==> src/rtl/pic_pkg.sv <==
// Shared types and constants for the interrupt controller.
// Included by the resolver and the in-service control block.
package pic_pkg;

   localparam int IR_COUNT = 8;
   localparam int LVL_W    = 3;
   localparam int BASE_W   = 5;
   localparam int VEC_W    = 8;

   typedef enum logic [1:0] {
      IDLE,
      ACK1,
      ACK2,
      WAIT_END
   } ack_state_t;

   // 0 is the highest rank under the current rotation.
   function automatic logic [LVL_W-1:0] pri_rank(
      input logic [LVL_W-1:0] lvl,
      input logic [LVL_W-1:0] low
   );
      return lvl - low - 3'd1;
   endfunction

endpackage

==> src/rtl/priority_resolver.sv <==
// Rotating priority search: scans from lowest_pri+1 upward,
// wrapping, and reports the first set request bit.
module priority_resolver
   import pic_pkg::*;
(
   input  logic [IR_COUNT-1:0] req,
   input  logic [LVL_W-1:0]    lowest_pri,
   output logic [LVL_W-1:0]    level,
   output logic                valid
);

   always_comb begin
      level = '0;
      valid = 1'b0;
      for (int i = 1; i <= IR_COUNT; i++) begin
         if (!valid && req[lowest_pri + LVL_W'(i)]) begin
            valid = 1'b1;
            level = lowest_pri + LVL_W'(i);
         end
      end
   end

endmodule

==> src/rtl/in_service_control.sv <==
// In-service register, INTA sequencing and EOI handling
// for an 8259-style interrupt controller.
module in_service_control
   import pic_pkg::*;
#(
   parameter int SYNC_STAGES = 2
) (
   input  logic                Clk,
   input  logic                Reset_n,
   input  logic [IR_COUNT-1:0] Interrupt_Request_Reg,
   input  logic [IR_COUNT-1:0] Interrupt_Mask_Reg,
   input  logic [BASE_W-1:0]   Vector_Base,
   input  logic                AEOI_Mode,
   input  logic                INTA_n,
   input  logic                EOI_Strobe,
   input  logic                EOI_Specific,
   input  logic [LVL_W-1:0]    EOI_Level,
   input  logic                EOI_Rotate,
   output logic                INT,
   output logic [IR_COUNT-1:0] In_Service_Reg,
   output logic [IR_COUNT-1:0] Clear_IRR,
   output logic [VEC_W-1:0]    Data_Out,
   output logic                Data_Out_En
);

   logic [SYNC_STAGES-1:0] sync_q;
   logic                   inta_d;
   logic                   fall;
   logic                   rise;

   always_ff @(posedge Clk or negedge Reset_n) begin
      if (!Reset_n) begin
         sync_q <= '1;
         inta_d <= 1'b1;
      end else begin
         sync_q <= {sync_q[SYNC_STAGES-2:0], INTA_n};
         inta_d <= sync_q[SYNC_STAGES-1];
      end
   end

   assign fall = inta_d & ~sync_q[SYNC_STAGES-1];
   assign rise = ~inta_d & sync_q[SYNC_STAGES-1];

   logic [IR_COUNT-1:0] isr_q;
   logic [IR_COUNT-1:0] isr_nxt;
   logic [IR_COUNT-1:0] cand;
   logic [LVL_W-1:0]    cand_lvl;
   logic                cand_vld;
   logic [LVL_W-1:0]    isr_lvl;
   logic                isr_vld;
   logic [LVL_W-1:0]    lowest_pri;
   logic [LVL_W-1:0]    lvl_q;
   logic                spur_q;

   assign cand = Interrupt_Request_Reg & ~Interrupt_Mask_Reg;

   priority_resolver u_req_pri (
      .req        (cand),
      .lowest_pri (lowest_pri),
      .level      (cand_lvl),
      .valid      (cand_vld)
   );

   priority_resolver u_isr_pri (
      .req        (isr_q),
      .lowest_pri (lowest_pri),
      .level      (isr_lvl),
      .valid      (isr_vld)
   );

   ack_state_t state;
   ack_state_t state_nxt;
   logic       ack_go;
   logic       vec_go;
   logic       end_go;

   always_ff @(posedge Clk or negedge Reset_n) begin
      if (!Reset_n) state <= IDLE;
      else          state <= state_nxt;
   end

   always_comb begin
      state_nxt = state;
      ack_go    = 1'b0;
      vec_go    = 1'b0;
      end_go    = 1'b0;
      unique case (state)
         IDLE: if (fall) begin
            ack_go    = 1'b1;
            state_nxt = ACK1;
         end
         ACK1: if (rise) state_nxt = ACK2;
         ACK2: if (fall) begin
            vec_go    = 1'b1;
            state_nxt = WAIT_END;
         end
         WAIT_END: if (rise) begin
            end_go    = 1'b1;
            state_nxt = IDLE;
         end
         default: state_nxt = IDLE;
      endcase
   end

   logic             int_cond;
   logic             eoi_hit;
   logic [LVL_W-1:0] eoi_lvl;

   assign int_cond = cand_vld &&
      (!isr_vld ||
       pri_rank(cand_lvl, lowest_pri) < pri_rank(isr_lvl, lowest_pri));

   // Clears are applied before the set so a same-cycle set wins.
   always_comb begin
      isr_nxt = isr_q;
      eoi_hit = 1'b0;
      eoi_lvl = isr_lvl;
      if (EOI_Strobe) begin
         if (EOI_Specific) eoi_lvl = EOI_Level;
         eoi_hit = EOI_Specific ? isr_q[EOI_Level] : isr_vld;
         if (eoi_hit) isr_nxt[eoi_lvl] = 1'b0;
      end
      if (end_go && AEOI_Mode && !spur_q) isr_nxt[lvl_q] = 1'b0;
      if (ack_go && cand_vld) isr_nxt[cand_lvl] = 1'b1;
   end

   always_ff @(posedge Clk or negedge Reset_n) begin
      if (!Reset_n) begin
         isr_q       <= '0;
         INT         <= 1'b0;
         Clear_IRR   <= '0;
         Data_Out    <= '0;
         Data_Out_En <= 1'b0;
         lowest_pri  <= 3'd7;
         lvl_q       <= '0;
         spur_q      <= 1'b0;
      end else begin
         isr_q     <= isr_nxt;
         INT       <= (state == IDLE) && !ack_go && int_cond;
         Clear_IRR <= '0;
         if (EOI_Strobe && EOI_Rotate && eoi_hit) lowest_pri <= eoi_lvl;
         if (ack_go) begin
            lvl_q  <= cand_vld ? cand_lvl : 3'd7;
            spur_q <= !cand_vld;
            if (cand_vld)
               Clear_IRR <= {{(IR_COUNT-1){1'b0}}, 1'b1} << cand_lvl;
         end
         if (vec_go) begin
            Data_Out    <= {Vector_Base, lvl_q};
            Data_Out_En <= 1'b1;
         end
         if (end_go) begin
            Data_Out    <= '0;
            Data_Out_En <= 1'b0;
         end
      end
   end

   assign In_Service_Reg = isr_q;

endmodule

==> config.mk <==
export PLATFORM = sky130hd
export DESIGN_NAME = in_service_control
export DESIGN_NICKNAME = d
export VERILOG_FILES = /design/src/rtl/pic_pkg.sv /design/src/rtl/priority_resolver.sv /design/src/rtl/in_service_control.sv
export SDC_FILE = /design/constraint.sdc
export NUM_CORES = 1
export LEC_CHECK = 0
export ABC_AREA = 0
export CAP_MARGIN = 0
export CORE_MARGIN = 2
export CORE_UTILIZATION = 56
export DETAILED_ROUTE_END_ITERATION = 10
export PLACE_DENSITY_LB_ADDON = 0.1
export SETUP_SLACK_MARGIN = 0.15
export SYNTH_ARGS = -nofsm -noshare
export SYNTH_HDL_FRONTEND = slang
export SYNTH_SLANG_ARGS = --single-unit
==> constraint.sdc <==
create_clock -name Clk -period 6.1 [get_ports Clk]
set_input_delay 1.22 -clock Clk [delete_from_list [all_inputs] [get_ports Clk]]
set_output_delay 1.22 -clock Clk [all_outputs]
set_load 0.02 [all_outputs]
==> flow_summary_export.csv <==
group,metric,value,unit
drt,routed_wl,10.67,mm
yosys,synth.yosys.seq_area_share,0.2375,
sta,setup_violations,0,
die,die-area,7901,um^2
sta,max_freq,196.9,MHz
grt,grt_pass1_vias,3497,
sta,hold_viol,0,
clocking,numCtsBuffers,5,
drt,vias,3770,
critical_path,cp_slowest_stage_delay,510,ps
die,die_y,88.89,um
sta,clock_skew,6.411,ps
layout,fillerInstances,563,
die,num_rows,30,
layout,multiInputGateArea,2860,um^2
sta,setup_tns,0,ps
die,boundaryPins,57,
layout,n_antenna_cell,0,
sta,fin_crit,5078,ps
critical_path,arrival,5270,ps
drt,wire_per_inst,18.34,um
clocking,h-tree-depth,2,
grt,grt_max_degree,39,
sta,worst_slew_pin_slew,839.9,ps
critical_path,endpoint_kind,"flop",
critical_path,required,6290,ps
critical_path,path_cells,"clkdlybuf4s50_1 > nor2b_1 > mux4_2 > or4_1 > a22oi_2 > and2_4 > nand2_4 > nor3_2 > a21o_1 > inv_4 > fa_1 > ha_1 > a21oi_1 > nor2b_1 > o22ai_1 > nor4bb_1",
yosys,ys_types,79,
clocking,cts_resized,0,
sta,rsz0062_at_grt,"no",
layout,area_growth,16.62,%
grt,use_met1,0.3975,
yosys,synth.avg_cell_area,9.109,um^2
critical_path,critPathKind,"in -> reg",
die,dieWidth,88.89,um
clocking,insertion_delay,290,ps
yosys,synth_ff_type,"dfrtp_1",
grt,use_met3,0.02799,
sta,slew_viol_final,0,
yosys,synth_edf_count,0,
critical_path,rr_worst_depth,15,
sta,relSlewSlack,0.4400,
die,start_util,0.5874,
grt,grt_use_met2,0.4545,
placed_design,io_buffers,56,
grt,antenna_found_initial,0,
critical_path,cp-start-kind,"primary input",
critical_path,cp_max_fo,10,
clocking,clk_pin_slew,80,ps
yosys,synth_most_common_cell,"nand2_1",
sta,post-route-period-util,0.8325,
job,maxCapViolCount,0,
grt,track_usage,0.2783,
critical_path,cpMaxStageDelayCell,"mux4_2",
die,core_area,6869,um^2
critical_path,rr_startpoint,"lowest_pri[2]$_DFFE_PN1P_",
placed_design,dpl.hpwl,7.700,mm
clocking,cts_setup_buffers,0,
critical_path,crit_path_frequent_cell,"nor2b_1",
yosys,yosysTopAreaCellShare,0.1984,
yosys,syn_area,4035,um^2
grt,grt_first_pass_wirelength,17.24,mm
grt,globalRoute.busiestLayer,"met2",
yosys,postSynth.asyncResetShare,1.000,
yosys,synthTopCellsByArea,"dfrtp_1, mux4_2, mux2i_1, nand2_1, dfstp_2",
clocking,clkSinkCount,38,
yosys,syn_nets,486,
yosys,syn_inst,443,
worst_hold_path,hp-class,"reg -> reg",
yosys,synth_top_area_cell,"dfrtp_1",
clocking,cts_tree,"done",
drt,drc,0,
placed_design,place.gp.congestion,0.9504,
layout,drive_above_1_share,0.1523,
critical_path,crit-reg2reg-capture,"INT$_DFF_PN0_",
critical_path,ff2ff_setup_slack,1180,ps
yosys,netlist_top_cells_count,"nand2_1, nor2_1, dfrtp_1",
drt,final_antenna_net_count,0,
layout,seq_area,958.4,um^2
critical_path,critPathCapture,"INT$_DFF_PN0_",
drt,drt_pass1_iterations,5,
clocking,cts.path.max_buffers,2,
layout,nets,528,
drt,drtIter0Drc,241,
clocking,cts_root_buf,"clkbuf_8",
run_status,run_status,"completed",
clocking,hold_buffers,0,
drt,routed_via_density,6.478,
yosys,yosys_warnings,0,
grt,grt-ovfl-total,0,
critical_path,startpoint,"Interrupt_Request_Reg[1]",
yosys,synth_seq_cells,38,
[cell type report]
type | instances | area share
clock buffers | 6 | 0.01755
clock inverters | 2 | 0.002659
inverters | 16 | 0.01516
multi-input cells | 362 | 0.6078
flip-flops and latches | 38 | 0.2037
well taps | 96 | 0.02553
repair buffers | 62 | 0.1276
[through the flow]
stage | util | area, um^2 | hold WS [ps] | setup WS [ps] | std cells
floorplan | - | 4035 | 345.2 | 1314 | 443
global placement | 0.6712 | 4611 | 350.3 | 838.9 | 574
detailed placement | 0.6712 | 4611 | 348.1 | 720.2 | 574
CTS | 0.6851 | 4706 | 363.1 | 1018 | 582
global route | 0.6851 | 4706 | 365.7 | 698.3 | 582
finish | 0.6851 | 4706 | 361.8 | 1022 | 582
[logic make-up after synthesis]
| group | count (synthesis) | share of synthesized area |
|---|---|---|
| AOI/OAI and AO/OA | 108 | 0.1833 |
| xor gates and xnor gates | 7 | 0.01706 |
| adders and majority gates | 12 | 0.04093 |
| buffers and inverters | 43 | 0.05364 |
| DFF | 38 | 0.2375 |
| muxes | 61 | 0.2459 |
| and+or+nand+nor | 174 | 0.2217 |
[state kept, by name, summed over array words and instances (netlist names)]
name	count
lowest_pri	3
lvl_q	3
state	2
inta_d	1
Clear_IRR	8
INT	1
Data_Out_En	1
Data_Out	8
In_Service_Reg	8
sync_q	2
spur_q	1
[critical path, delay by kind of cell]
family / cells / cell delay [ps]
AND/OR/NAND/NOR: 7 / 1330
AO/OA/AOI/OAI: 4 / 900
adder cells (fa/ha/maj): 2 / 770
buffers and inverters: 2 / 530
multiplexers: 1 / 510
[cells in the final DEF, fill, tap and decap left out, types with 6 or more instances in the layout]
cell type,netlist,final
nor2b_1,20,20
mux2_2,11,11
mux4_2,22,22
o21ai_0,17,17
clkdlybuf4s50_1,0,55
a21oi_1,23,23
buf_4,3,6
o22ai_1,18,18
dfrtp_1,32,32
ha_1,10,10
mux2i_1,21,21
nor2_1,35,35
nor3_1,6,6
clkbuf_8,0,6
dfstp_2,6,6
and2_1,6,6
nand2_1,50,50
nand3_1,12,12
inv_1,10,10
nand2b_1,15,15
[worst min-delay path by stage]
stage	slack [ps]	endpoint	startpoint	depth (start not counted)
floorplan	350	sync_q[1]$_DFF_PN1_	sync_q[0]$_DFF_PN1_	0
global placement	350	sync_q[1]$_DFF_PN1_	sync_q[0]$_DFF_PN1_	0
detailed placement	350	sync_q[1]$_DFF_PN1_	sync_q[0]$_DFF_PN1_	0
CTS	360	sync_q[1]$_DFF_PN1_	sync_q[0]$_DFF_PN1_	0
global route	370	sync_q[1]$_DFF_PN1_	sync_q[0]$_DFF_PN1_	0
finish	360	sync_q[1]$_DFF_PN1_	sync_q[0]$_DFF_PN1_	0
[metal layers]
layer / share of wire / vias up
met1: 0.44 / 1861
met5: 0 / -
met3: 0.063 / 20
met2: 0.48 / 144
met4: 0.016 / 0
li1: - / 1745
Power is left out: the tool's default activity adds up to more than one toggle a clock period on the data nets, which glitch-free logic cannot reach.
